--- src/rtl/fpu_op_sequencer_if.sv ---
// FPU issue/complete and byte-transmitter handshake bundle for fpu_op_sequencer.
// master = sequencer side, slave = FPU / UART transmitter side.
interface fpu_op_sequencer_if #(
    parameter int DATA_W = 32
);

    logic              fpu_start;
    logic [1:0]        fpu_op;
    logic [DATA_W-1:0] fpu_a;
    logic [DATA_W-1:0] fpu_b;
    logic              fpu_done;
    logic [DATA_W-1:0] fpu_result;

    logic [7:0]        tx_data;
    logic              tx_wr_en;
    logic              tx_busy;

    modport master (
        output fpu_start,
        output fpu_op,
        output fpu_a,
        output fpu_b,
        input  fpu_done,
        input  fpu_result,
        output tx_data,
        output tx_wr_en,
        input  tx_busy
    );

    modport slave (
        input  fpu_start,
        input  fpu_op,
        input  fpu_a,
        input  fpu_b,
        output fpu_done,
        output fpu_result,
        input  tx_data,
        input  tx_wr_en,
        output tx_busy
    );

endinterface

--- src/rtl/fpu_op_sequencer.sv ---
// Operand capture -> FPU issue -> result latch -> MSB-first byte stream to UART tx.
// Define TX_CHECKSUM_EN to append an XOR checksum byte after the result bytes.
module fpu_op_sequencer #(
    parameter int DATA_W      = 32,
    parameter int TIMEOUT_CYC = 1024
) (
    input  logic              clk,
    input  logic              rst_n,
    input  logic              operands_valid,
    input  logic [DATA_W-1:0] num1,
    input  logic [DATA_W-1:0] num2,
    input  logic [2:0]        operation,
    fpu_op_sequencer_if.master bus,
    output logic [DATA_W-1:0] result,
    output logic              result_valid,
    output logic              busy,
    output logic              overrun,
    output logic              err_timeout
);

    localparam int NB = DATA_W / 8;
`ifdef TX_CHECKSUM_EN
    localparam int NTX = NB + 1;
`else
    localparam int NTX = NB;
`endif
    localparam int IW = $clog2(NTX + 1);
    localparam int TW = $clog2(TIMEOUT_CYC + 1);

    localparam logic [IW-1:0]     LAST = IW'(NTX - 1);
    localparam logic [TW-1:0]     TLIM = TW'(TIMEOUT_CYC - 1);
    localparam logic [DATA_W-1:0] QNAN = DATA_W'(32'h7FC0_0000);

    typedef enum logic [2:0] {
        IDLE,
        ISSUE,
        WAIT_FPU,
        LOAD,
        TX_REQ,
        TX_ACK,
        TX_DONE
    } state_t;

    state_t state;
    state_t state_n;

    logic [1:0]        op_q;
    logic [DATA_W-1:0] a_q;
    logic [DATA_W-1:0] b_q;
    logic [DATA_W-1:0] res_q;
    logic [IW-1:0]     idx_q;
    logic [7:0]        txd_q;
    logic [TW-1:0]     tmr_q;
    logic [TW-1:0]     tmr_n;
    logic              ovr_q;
    logic              tmo_q;

    logic start_c;
    logic rv_c;
    logic wr_c;
    logic tmo_c;
    logic tmr_hit;
    logic next_byte;

    // Byte idx of the stream; idx == NB selects the checksum when enabled.
    function automatic logic [7:0] pick(
        input logic [IW-1:0]     i,
        input logic [DATA_W-1:0] v
    );
        logic [7:0] b;
        b = '0;
        for (int k = 0; k < NB; k++) begin
            if (i == IW'(k))
                b = v[DATA_W-1-8*k -: 8];
        end
`ifdef TX_CHECKSUM_EN
        if (i == IW'(NB)) begin
            for (int k = 0; k < NB; k++)
                b = b ^ v[8*k +: 8];
        end
`endif
        return b;
    endfunction

    assign tmr_hit = (tmr_q == TLIM);

    always_ff @(posedge clk) begin
        if (!rst_n)
            state <= IDLE;
        else
            state <= state_n;
    end

    always_comb begin
        state_n   = state;
        start_c   = 1'b0;
        rv_c      = 1'b0;
        wr_c      = 1'b0;
        tmo_c     = 1'b0;
        next_byte = 1'b0;
        unique case (state)
            IDLE: begin
                if (operands_valid)
                    state_n = operation[2] ? LOAD : ISSUE;
            end
            ISSUE: begin
                start_c = 1'b1;
                state_n = WAIT_FPU;
            end
            WAIT_FPU: begin
                if (bus.fpu_done) begin
                    state_n = LOAD;
                end else if (tmr_hit) begin
                    tmo_c   = 1'b1;
                    state_n = LOAD;
                end
            end
            LOAD: begin
                rv_c    = 1'b1;
                state_n = TX_REQ;
            end
            TX_REQ: begin
                if (!bus.tx_busy) begin
                    wr_c    = 1'b1;
                    state_n = TX_ACK;
                end
            end
            TX_ACK: begin
                if (bus.tx_busy) begin
                    state_n = TX_DONE;
                end else if (tmr_hit) begin
                    tmo_c   = 1'b1;
                    state_n = IDLE;
                end
            end
            TX_DONE: begin
                if (!bus.tx_busy) begin
                    if (idx_q == LAST) begin
                        state_n = IDLE;
                    end else begin
                        next_byte = 1'b1;
                        state_n   = TX_REQ;
                    end
                end
            end
            default: state_n = IDLE;
        endcase
    end

    // Timer restarts on every state change and only runs while waiting.
    always_comb begin
        tmr_n = tmr_q;
        if (state_n != state)
            tmr_n = '0;
        else if (state == WAIT_FPU || state == TX_ACK)
            tmr_n = tmr_q + TW'(1);
    end

    always_ff @(posedge clk) begin
        if (!rst_n) begin
            op_q  <= '0;
            a_q   <= '0;
            b_q   <= '0;
            res_q <= '0;
            idx_q <= '0;
            txd_q <= '0;
            tmr_q <= '0;
            ovr_q <= 1'b0;
            tmo_q <= 1'b0;
        end else begin
            tmr_q <= tmr_n;
            tmo_q <= tmo_c;

            if (operands_valid) begin
                if (state == IDLE) begin
                    op_q  <= operation[1:0];
                    a_q   <= num1;
                    b_q   <= num2;
                    ovr_q <= 1'b0;
                    // Bypass ops land in result directly; 11x acts as num1.
                    if (operation[2])
                        res_q <= (operation[1:0] == 2'b01) ? num2 : num1;
                end else begin
                    ovr_q <= 1'b1;
                end
            end

            if (state == WAIT_FPU) begin
                if (bus.fpu_done)
                    res_q <= bus.fpu_result;
                else if (tmr_hit)
                    res_q <= QNAN;
            end

            if (state == LOAD) begin
                idx_q <= '0;
                txd_q <= pick('0, res_q);
            end

            if (next_byte) begin
                idx_q <= idx_q + IW'(1);
                txd_q <= pick(idx_q + IW'(1), res_q);
            end
        end
    end

    assign bus.fpu_start = start_c;
    assign bus.fpu_op    = op_q;
    assign bus.fpu_a     = a_q;
    assign bus.fpu_b     = b_q;
    assign bus.tx_data   = txd_q;
    assign bus.tx_wr_en  = wr_c;

    assign result        = res_q;
    assign result_valid  = rv_c;
    assign busy          = (state != IDLE);
    assign overrun       = ovr_q;
    assign err_timeout   = tmo_q;

endmodule

--- src/flat_wrapper.sv ---
// flat-port wrapper written by rule: the top's interface ports become plain ports
module fpu_op_sequencer_flat 
#(
    parameter int DATA_W      = 32,
    parameter int TIMEOUT_CYC = 1024
)
  (clk, rst_n, operands_valid, num1, num2, operation, result, result_valid, busy, overrun, err_timeout, bus_fpu_start, bus_fpu_op, bus_fpu_a, bus_fpu_b, bus_fpu_done, bus_fpu_result, bus_tx_data, bus_tx_wr_en, bus_tx_busy);
  fpu_op_sequencer_if #(.DATA_W(DATA_W)) bus_i ();
  input  logic clk;
  input  logic rst_n;
  input  logic operands_valid;
  input  logic [DATA_W-1:0] num1;
  input  logic [DATA_W-1:0] num2;
  input  logic [2:0] operation;
  output logic [DATA_W-1:0] result;
  output logic result_valid;
  output logic busy;
  output logic overrun;
  output logic err_timeout;
  output wire logic [$bits(bus_i.fpu_start)-1:0] bus_fpu_start;
  output wire logic [$bits(bus_i.fpu_op)-1:0] bus_fpu_op;
  output wire logic [$bits(bus_i.fpu_a)-1:0] bus_fpu_a;
  output wire logic [$bits(bus_i.fpu_b)-1:0] bus_fpu_b;
  input wire logic [$bits(bus_i.fpu_done)-1:0] bus_fpu_done;
  input wire logic [$bits(bus_i.fpu_result)-1:0] bus_fpu_result;
  output wire logic [$bits(bus_i.tx_data)-1:0] bus_tx_data;
  output wire logic [$bits(bus_i.tx_wr_en)-1:0] bus_tx_wr_en;
  input wire logic [$bits(bus_i.tx_busy)-1:0] bus_tx_busy;
  assign bus_fpu_start = bus_i.fpu_start;
  assign bus_fpu_op = bus_i.fpu_op;
  assign bus_fpu_a = bus_i.fpu_a;
  assign bus_fpu_b = bus_i.fpu_b;
  assign bus_i.fpu_done = bus_fpu_done;
  assign bus_i.fpu_result = bus_fpu_result;
  assign bus_tx_data = bus_i.tx_data;
  assign bus_tx_wr_en = bus_i.tx_wr_en;
  assign bus_i.tx_busy = bus_tx_busy;
  fpu_op_sequencer #(.DATA_W(DATA_W), .TIMEOUT_CYC(TIMEOUT_CYC)) u_core (.clk(clk), .rst_n(rst_n), .operands_valid(operands_valid), .num1(num1), .num2(num2), .operation(operation), .bus(bus_i), .result(result), .result_valid(result_valid), .busy(busy), .overrun(overrun), .err_timeout(err_timeout));
endmodule
--- config.mk ---
export PLATFORM = sky130hd
export DESIGN_NAME = fpu_op_sequencer_flat
export DESIGN_NICKNAME = d
export VERILOG_FILES = /design/src/rtl/fpu_op_sequencer_if.sv /design/src/rtl/fpu_op_sequencer.sv /design/src/flat_wrapper.sv
export SDC_FILE = /design/constraint.sdc
export NUM_CORES = 1
export LEC_CHECK = 0
export BUFFER_PORTS_ARGS = -buffer_cell sky130_fd_sc_hd__buf_2
export CELL_PAD_IN_SITES_DETAIL_PLACEMENT = 2
export CELL_PAD_IN_SITES_GLOBAL_PLACEMENT = 2
export CORE_ASPECT_RATIO = 0.5
export CORE_MARGIN = 1.5
export CORE_UTILIZATION = 26
export DETAILED_ROUTE_END_ITERATION = 8
export PLACE_DENSITY = 0.79
export SYNTH_ARGS = -nofsm -noshare
export SYNTH_HDL_FRONTEND = slang
export SYNTH_SLANG_ARGS = --single-unit
--- constraint.sdc ---
create_clock -name clk -period 1.9 [get_ports clk]
set_clock_uncertainty 0.1 [all_clocks]
set_input_delay 0.38 -clock clk [delete_from_list [all_inputs] [get_ports clk]]
set_output_delay 0.38 -clock clk [all_outputs]
set_load 0.01 [all_outputs]
==> results of run 1 <==
[cells in the final DEF (no fill, tap or decap), types with 15 or more instances in the layout]
| cell | instances |
|---|---|
| a2111oi_0 | 18 |
| a21boi_0 | 48 |
| a21boi_1 | 20 |
| a21oi_1 | 25 |
| and3_1 | 24 |
| and3b_1 | 24 |
| buf_2 | 214 |
| buf_4 | 67 |
| clkbuf_16 | 21 |
| dfxtp_1 | 121 |
| nand2_1 | 165 |
| nor2_1 | 15 |
| nor4_1 | 20 |
| o21a_1 | 26 |
| o21ai_0 | 24 |
[kinds of logic (layout without fill, tap and decap cells)]
logic type,after synthesis,in the layout,share of synthesized area
adder cells (fa/ha/maj),7,7,0.0139
multiplexers,1,1,0.00159
AO/OA/AOI/OAI,228,228,0.265
buffers and inverters,81,349,0.0613
XOR/XNOR,8,8,0.0111
AND/OR/NAND/NOR,308,309,0.250
other,0,7,0
flip-flops,125,125,0.398
[state kept, by name, summed over array words and instances, names as in the netlist]
| name | count |
|---|---|
| u_core.overrun | 1 |
| u_core.result | 32 |
| u_core.err_timeout | 1 |
| u_core.bus.fpu_op | 2 |
| u_core.idx_q | 3 |
| u_core.state | 3 |
| u_core.bus.fpu_b | 32 |
| u_core.tmr_q | 11 |
| u_core.bus.tx_data | 8 |
| u_core.bus.fpu_a | 32 |
[synth_stat cells (all sizes together)]
master	count	area share
nand4bb	1	0.0018
clkbuf	39	0.023
o211ai	10	0.012
a31oi	9	0.0089
and4	3	0.0042
nand2b	11	0.011
or3b	1	0.0018
nor3b	4	0.0056
xnor2	5	0.0070
a22o	8	0.011
nand3	3	0.0024
a2111oi	24	0.036
or2	1	0.0010
nor4	23	0.023
a21boi	68	0.081
o2111ai	2	0.0056
nor4bb	1	0.0016
and3	26	0.026
o41ai	1	0.0014
o21ai	31	0.025
mux2i	1	0.0016
nand4	2	0.0020
a211oi	12	0.015
and2	3	0.0030
o21a	26	0.031
or3	3	0.0030
buf	32	0.032
dfxtp	125	0.40
a221oi	8	0.011
or4	1	0.0018
o32ai	1	0.0026
nor3	12	0.013
ha	7	0.014
a41oi	2	0.0028
a21oi	26	0.021
and4b	1	0.0016
nand3b	1	0.0012
xor2	3	0.0042
nor2b	2	0.0020
clkinv	1	0.00060
inv	9	0.0058
nand2	168	0.10
nor2	17	0.011
and3b	24	0.033
[critical path: stages (launching register included)]
cell and delay, ps:
dfxtp_2 340, buf_4 180, or3b_4 480, o32ai_4 220
a21oi_4 120, buf_4 190, nor3_4 230
[per-layer routing]
metal / vias up / share of wire / GRT usage
met1: 3638 / 0.40 / 0.257
met3: 68 / 0.036 / 0.0509
li1: 3250 / - / -
met4: 0 / 0.034 / 0.107
met2: 184 / 0.53 / 0.438
met5: - / 0 / 0
[power by group through the flow]
stage | combinational, mW | clock [mW] | sequential (mW)
after global routing | 2.36 | 3.76 | 3.10
final | 2.21 | 3.58 | 3.08
after floorplan | 0.887 | 0 | 3.17
after global placement | 1.76 | 0 | 3.11
after CTS | 1.94 | 3.60 | 3.07
after detailed placement | 1.85 | 0 | 3.12
[what timing repair did]
| item | 4_1_cts | 5_1_grt |
|---|---|---|
| endpoints found under the setup margin | 52 | 41 |
| buffers inserted | 7 | 12 |
| cloned | 1 | 4 |
| resized for setup | 44 | 55 |
| pin swaps | 4 | 7 |
[stage by stage]
stage          setup slack [ps]  hold WS (ps)  std cells  cell area [um2]   util
4_1_cts                   -9.69          89.7       1318             8950  0.384
2_1_floorplan              6.11           374        758             6300      -
3_3_place_gp              -41.9           339       1278             8070  0.347
5_1_grt                   -93.3          93.3       1340             9370  0.403
6_report                  -50.5          94.8       1341             9370  0.403
3_5_place_dp               -149           347       1278             8070  0.347
[final cells by class]
cell class	count	area, um2
Clock inverter	14	194
Timing Repair Buffer	307	2020
Fill cell	2572	13900
Antenna cell	7	17.5
Tap cell	307	384
Sequential cell	125	2510
Multi-Input combinational cell	553	3770
Inverter	10	45.0
Clock buffer	18	429
[worst paths after layout]
| kind | start | end | slack, ps | cells past startpoint |
|---|---|---|---|---|
| max | u_core.state[0] | u_core.tmr_q[2] | -50 | 6 |
| min | num2[2] | u_core.bus.fpu_b[2] | 90 | 3 |
| max reg2reg | u_core.state[0] | u_core.tmr_q[2] | -50 | 6 |
| min reg2reg | u_core.bus.fpu_b[6] | u_core.bus.fpu_b[6] | 350 | 2 |
==> impl_metrics.json, run 1 <==
{
  "status": "finished, violations left",
  "violations": "negative setup slack",
  "route.vias.total": 7140,
  "p_seq_frac": 0.347,
  "htree_levels": 4,
  "num_io_pins": 216,
  "period_needed_ps": 1950,
  "yosysWarnings": 0,
  "grt_pass1_vias": 7625,
  "grt_max_degree": 73,
  "core_mm2": 0.0233,
  "fp.dieH_um": 113,
  "antenna_found_initial": 7,
  "switchingPower_mw": 2.89,
  "arrival_ps": 2200,
  "ys_seq_area_frac": 0.398,
  "intPower_mw": 5.98,
  "ys_ff_latch": 125,
  "power_mw": 8.87,
  "nets": 1125,
  "ant_nets": 0,
  "netlist_instances": 758,
  "slew_violations": 0,
  "gp_congestion": 0.882,
  "crit_required_ps": 2150,
  "power_density_mw_per_mm2": 946,
  "worst_slew_pin_slew_ps": 637,
  "dieArea_mm2": 0.0252,
  "path_max_fanout": 7,
  "combPwrFrac": 0.250,
  "finalSetupTns_ps": -137,
  "cts_tree": "built",
  "grt_pass1_wl_um": 45100,
  "period_share": 1.03,
  "drive_gt1_frac": 0.398,
  "p_clk_frac": 0.403,
  "avgSynthCellArea_um2": 8.30,
  "p_leak_nw": 4.09,
  "drcViolationCount": 0,
  "max_freq_ghz": 0.513,
  "place_hpwl_um": 21000,
  "hold_buffers": 0,
  "area_growth_pct": 49.0,
  "drt-pass1-iter-count": 5,
  "syn_nets": 869,
  "track_usage": 0.235,
  "peakVddDrop_mv": 0.466,
  "cts_buffers": 17,
  "min_path_type": "input pin to register",
  "fin_ws_ps": -50.5,
  "port_buffers": 215,
  "clock_sinks": 125,
  "maxCapViolCount": 0,
  "setup_viol": 7,
  "detail_route.wirelength_um": 33300,
  "hold_viol": 0,
  "worstSetupEndpointType": "register",
  "row_count": 39,
  "overflow": 0,
  "cts_buffer_depth": 2,
  "dieWidth_um": 223,
  "cts.reportedPaths.clkPinSlew_ps": 60,
  "root_buffer": "clkbuf_16",
  "relSlewSlack": 0.564,
  "synth_cell_types": 55,
  "drt_iter0_drc": 380,
  "initial_core_util": 0.270,
  "wl_per_cell_um": 24.8,
  "clk_latency_ps": 440,
  "crit_type": "register to register",
  "routed_via_density": 5.32,
  "syn_area_mm2": 0.00629,
  "startpoint_type": "register",
  "p_sw_frac": 0.326,
  "rsz0062_at_grt": "true"
}
Power figures use the tool's default switching activity.
==> run 2: changes to the inputs <==
--- a/config.mk
+++ b/config.mk
@@ -13,6 +13,7 @@
 export CORE_UTILIZATION = 26
 export DETAILED_ROUTE_END_ITERATION = 8
 export PLACE_DENSITY = 0.79
+export SKIP_CTS_REPAIR_TIMING = 1
 export SYNTH_ARGS = -nofsm -noshare
 export SYNTH_HDL_FRONTEND = slang
 export SYNTH_SLANG_ARGS = --single-unit
==> run 2 against run 1 <==
The run still ends with negative setup slack left. Register-to-register slack worse by 80 ps. Routed wire length is 8.4% lower. Combinational power is 9.5% lower. Clock-buffer cell count stayed put. Setup slack worse by 76 ps. Via count is 2.2% lower. First-iteration DRC count is 4.7% higher. Global-route usage is 0.89 points lower. Cell count is 1.0% lower. Critical endpoint is now u_core.bus.fpu_a[21]. Largest cell class unchanged.
==> impl_metrics.json, run 2 (same netlist as run 1, synthesis figures left out) <==
{
  "min_path_type": "input pin to register",
  "placed_area_mm2": 0.00807,
  "dieWidth_um": 223,
  "dieArea_mm2": 0.0252,
  "wl_per_cell_um": 23.0,
  "hold_viol": 0,
  "maxCapViolCount": 0,
  "cts.reportedPaths.clkPinSlew_ps": 60,
  "cts_buffers": 17,
  "nets": 1113,
  "crit_required_ps": 2120,
  "design_area_mm2": 0.00908,
  "place_inst": 1278,
  "fp.dieH_um": 113,
  "p_sw_frac": 0.320,
  "clock_sinks": 125,
  "detail_route.wirelength_um": 30500,
  "grt_pass1_vias": 7444,
  "drt_iter0_drc": 398,
  "violations": "negative setup slack",
  "period_needed_ps": 2030,
  "finalNonFillerCells": 1327,
  "relSlewSlack": 0.562,
  "arrival_ps": 2240,
  "area_growth_pct": 44.3,
  "cts_buffer_depth": 2,
  "switchingPower_mw": 2.76,
  "ant_nets": 0,
  "p_seq_frac": 0.356,
  "multi_input_area_mm2": 0.00366,
  "p_leak_nw": 3.97,
  "initial_core_util": 0.270,
  "status": "finished, violations left",
  "htree_levels": 4,
  "crit_type": "register to register",
  "port_buffers": 215,
  "slew_violations": 0,
  "period_share": 1.07,
  "final_common_cell": "buf_2",
  "cp_slowest_cell": "dfxtp_2",
  "place_hpwl_um": 21000,
  "peakVddDrop_mv": 0.548,
  "power_mw": 8.65,
  "drt-pass1-iter-count": 4,
  "grt_max_degree": 73,
  "power_density_mw_per_mm2": 952,
  "route.vias.total": 6980,
  "row_count": 39,
  "root_buffer": "clkbuf_16",
  "routed_via_density": 5.26,
  "intPower_mw": 5.88,
  "clk_latency_ps": 430,
  "cts_tree": "built",
  "final_cell_mix": "buf_2 (214), nand2_1 (166), dfxtp_1 (121)",
  "fin_ws_ps": -127,
  "path_max_fanout": 52,
  "overflow": 0,
  "cp_common_cell": "buf_4",
  "slowest_delay_ps": 340,
  "max_freq_ghz": 0.493,
  "combPwrFrac": 0.231,
  "p_clk_frac": 0.414,
  "core_mm2": 0.0233,
  "cp_top_family": "buffers and inverters",
  "rsz0062_at_grt": "true",
  "gp_congestion": 0.882,
  "fillers": 2613,
  "drcViolationCount": 0,
  "antenna_found_initial": 5,
  "setup_viol": 21,
  "num_io_pins": 216,
  "worst_slew_pin_slew_ps": 640,
  "worstSetupEndpointType": "register",
  "startpoint_type": "register",
  "critPathBufInv": 3,
  "track_usage": 0.226,
  "grt_pass1_wl_um": 43700,
  "drive_gt1_frac": 0.378,
  "ff_latch_area_mm2": 0.00251,
  "cp_cell_sequence": "buf_4 -> nor3_4 -> buf_4 -> and2_2 -> buf_12 -> nand2_1 -> a21boi_0"
}
==> run 2: cell types whose count changed in the layout (fill, tap and decap cells not counted), sizes merged <==
cell,change
buf,-8
clkbuf,-4
clkinv,-1
clkinvlp,+1
diode,-2
==> run 2: final timing paths <==
path                        startpoint  slack [ps]  cells after the start                    to
setup / recovery       u_core.state[0]        -130                      7  u_core.bus.fpu_a[21]
hold / removal                 num2[2]         100                      3   u_core.bus.fpu_b[2]
hold reg to reg   u_core.bus.fpu_b[11]         350                      2  u_core.bus.fpu_b[11]
setup reg to reg       u_core.state[0]        -130                      7  u_core.bus.fpu_a[21]
==> run 2: tightest hold or removal path, cell delays in order <==
cell,delay [ps]
buf_2,110
nand2_1,50
a21boi_1,50
==> run 2: power by group through the flow <==
| stage | registers (mW) | clock network, mW | logic, mW |
|---|---|---|---|
| after floorplan | 3.17 | 0 | 0.887 |
| final | 3.07 | 3.58 | 2.00 |
| after detailed placement | 3.12 | 0 | 1.85 |
| after global routing | 3.10 | 3.76 | 2.15 |
| after global placement | 3.11 | 0 | 1.76 |
| after CTS | 3.06 | 3.60 | 1.86 |
==> run 2: stage by stage <==
stage,worst slack (ps),hold slack [ps],setup TNS [ps],utilization
2_1_floorplan,6.11,374,0,-
3_3_place_gp,-41.9,339,-142,0.347
3_5_place_dp,-149,347,-2130,0.347
4_1_cts,-298,89.7,-3660,0.374
5_1_grt,-205,97.4,-3480,0.390
6_report,-127,97.6,-770,0.390
==> run 2: layer usage <==
| layer | GRT usage | vias up | part of all wire |
|---|---|---|---|
| met4 | 0.102 | 0 | 0.033 |
| met5 | 0 | - | 0 |
| li1 | - | 3219 | - |
| met1 | 0.253 | 3536 | 0.41 |
| met2 | 0.420 | 157 | 0.53 |
| met3 | 0.0418 | 68 | 0.031 |
==> run 2: area by class of cell <==
class,instances,share of cell area
multi-input combinational,553,0.403
sequential,125,0.277
timing repair buffer,295,0.203
clock buffer,18,0.0473
tap,307,0.0423
clock inverter,14,0.0214
inverter,10,0.00482
antenna,5,0.00138
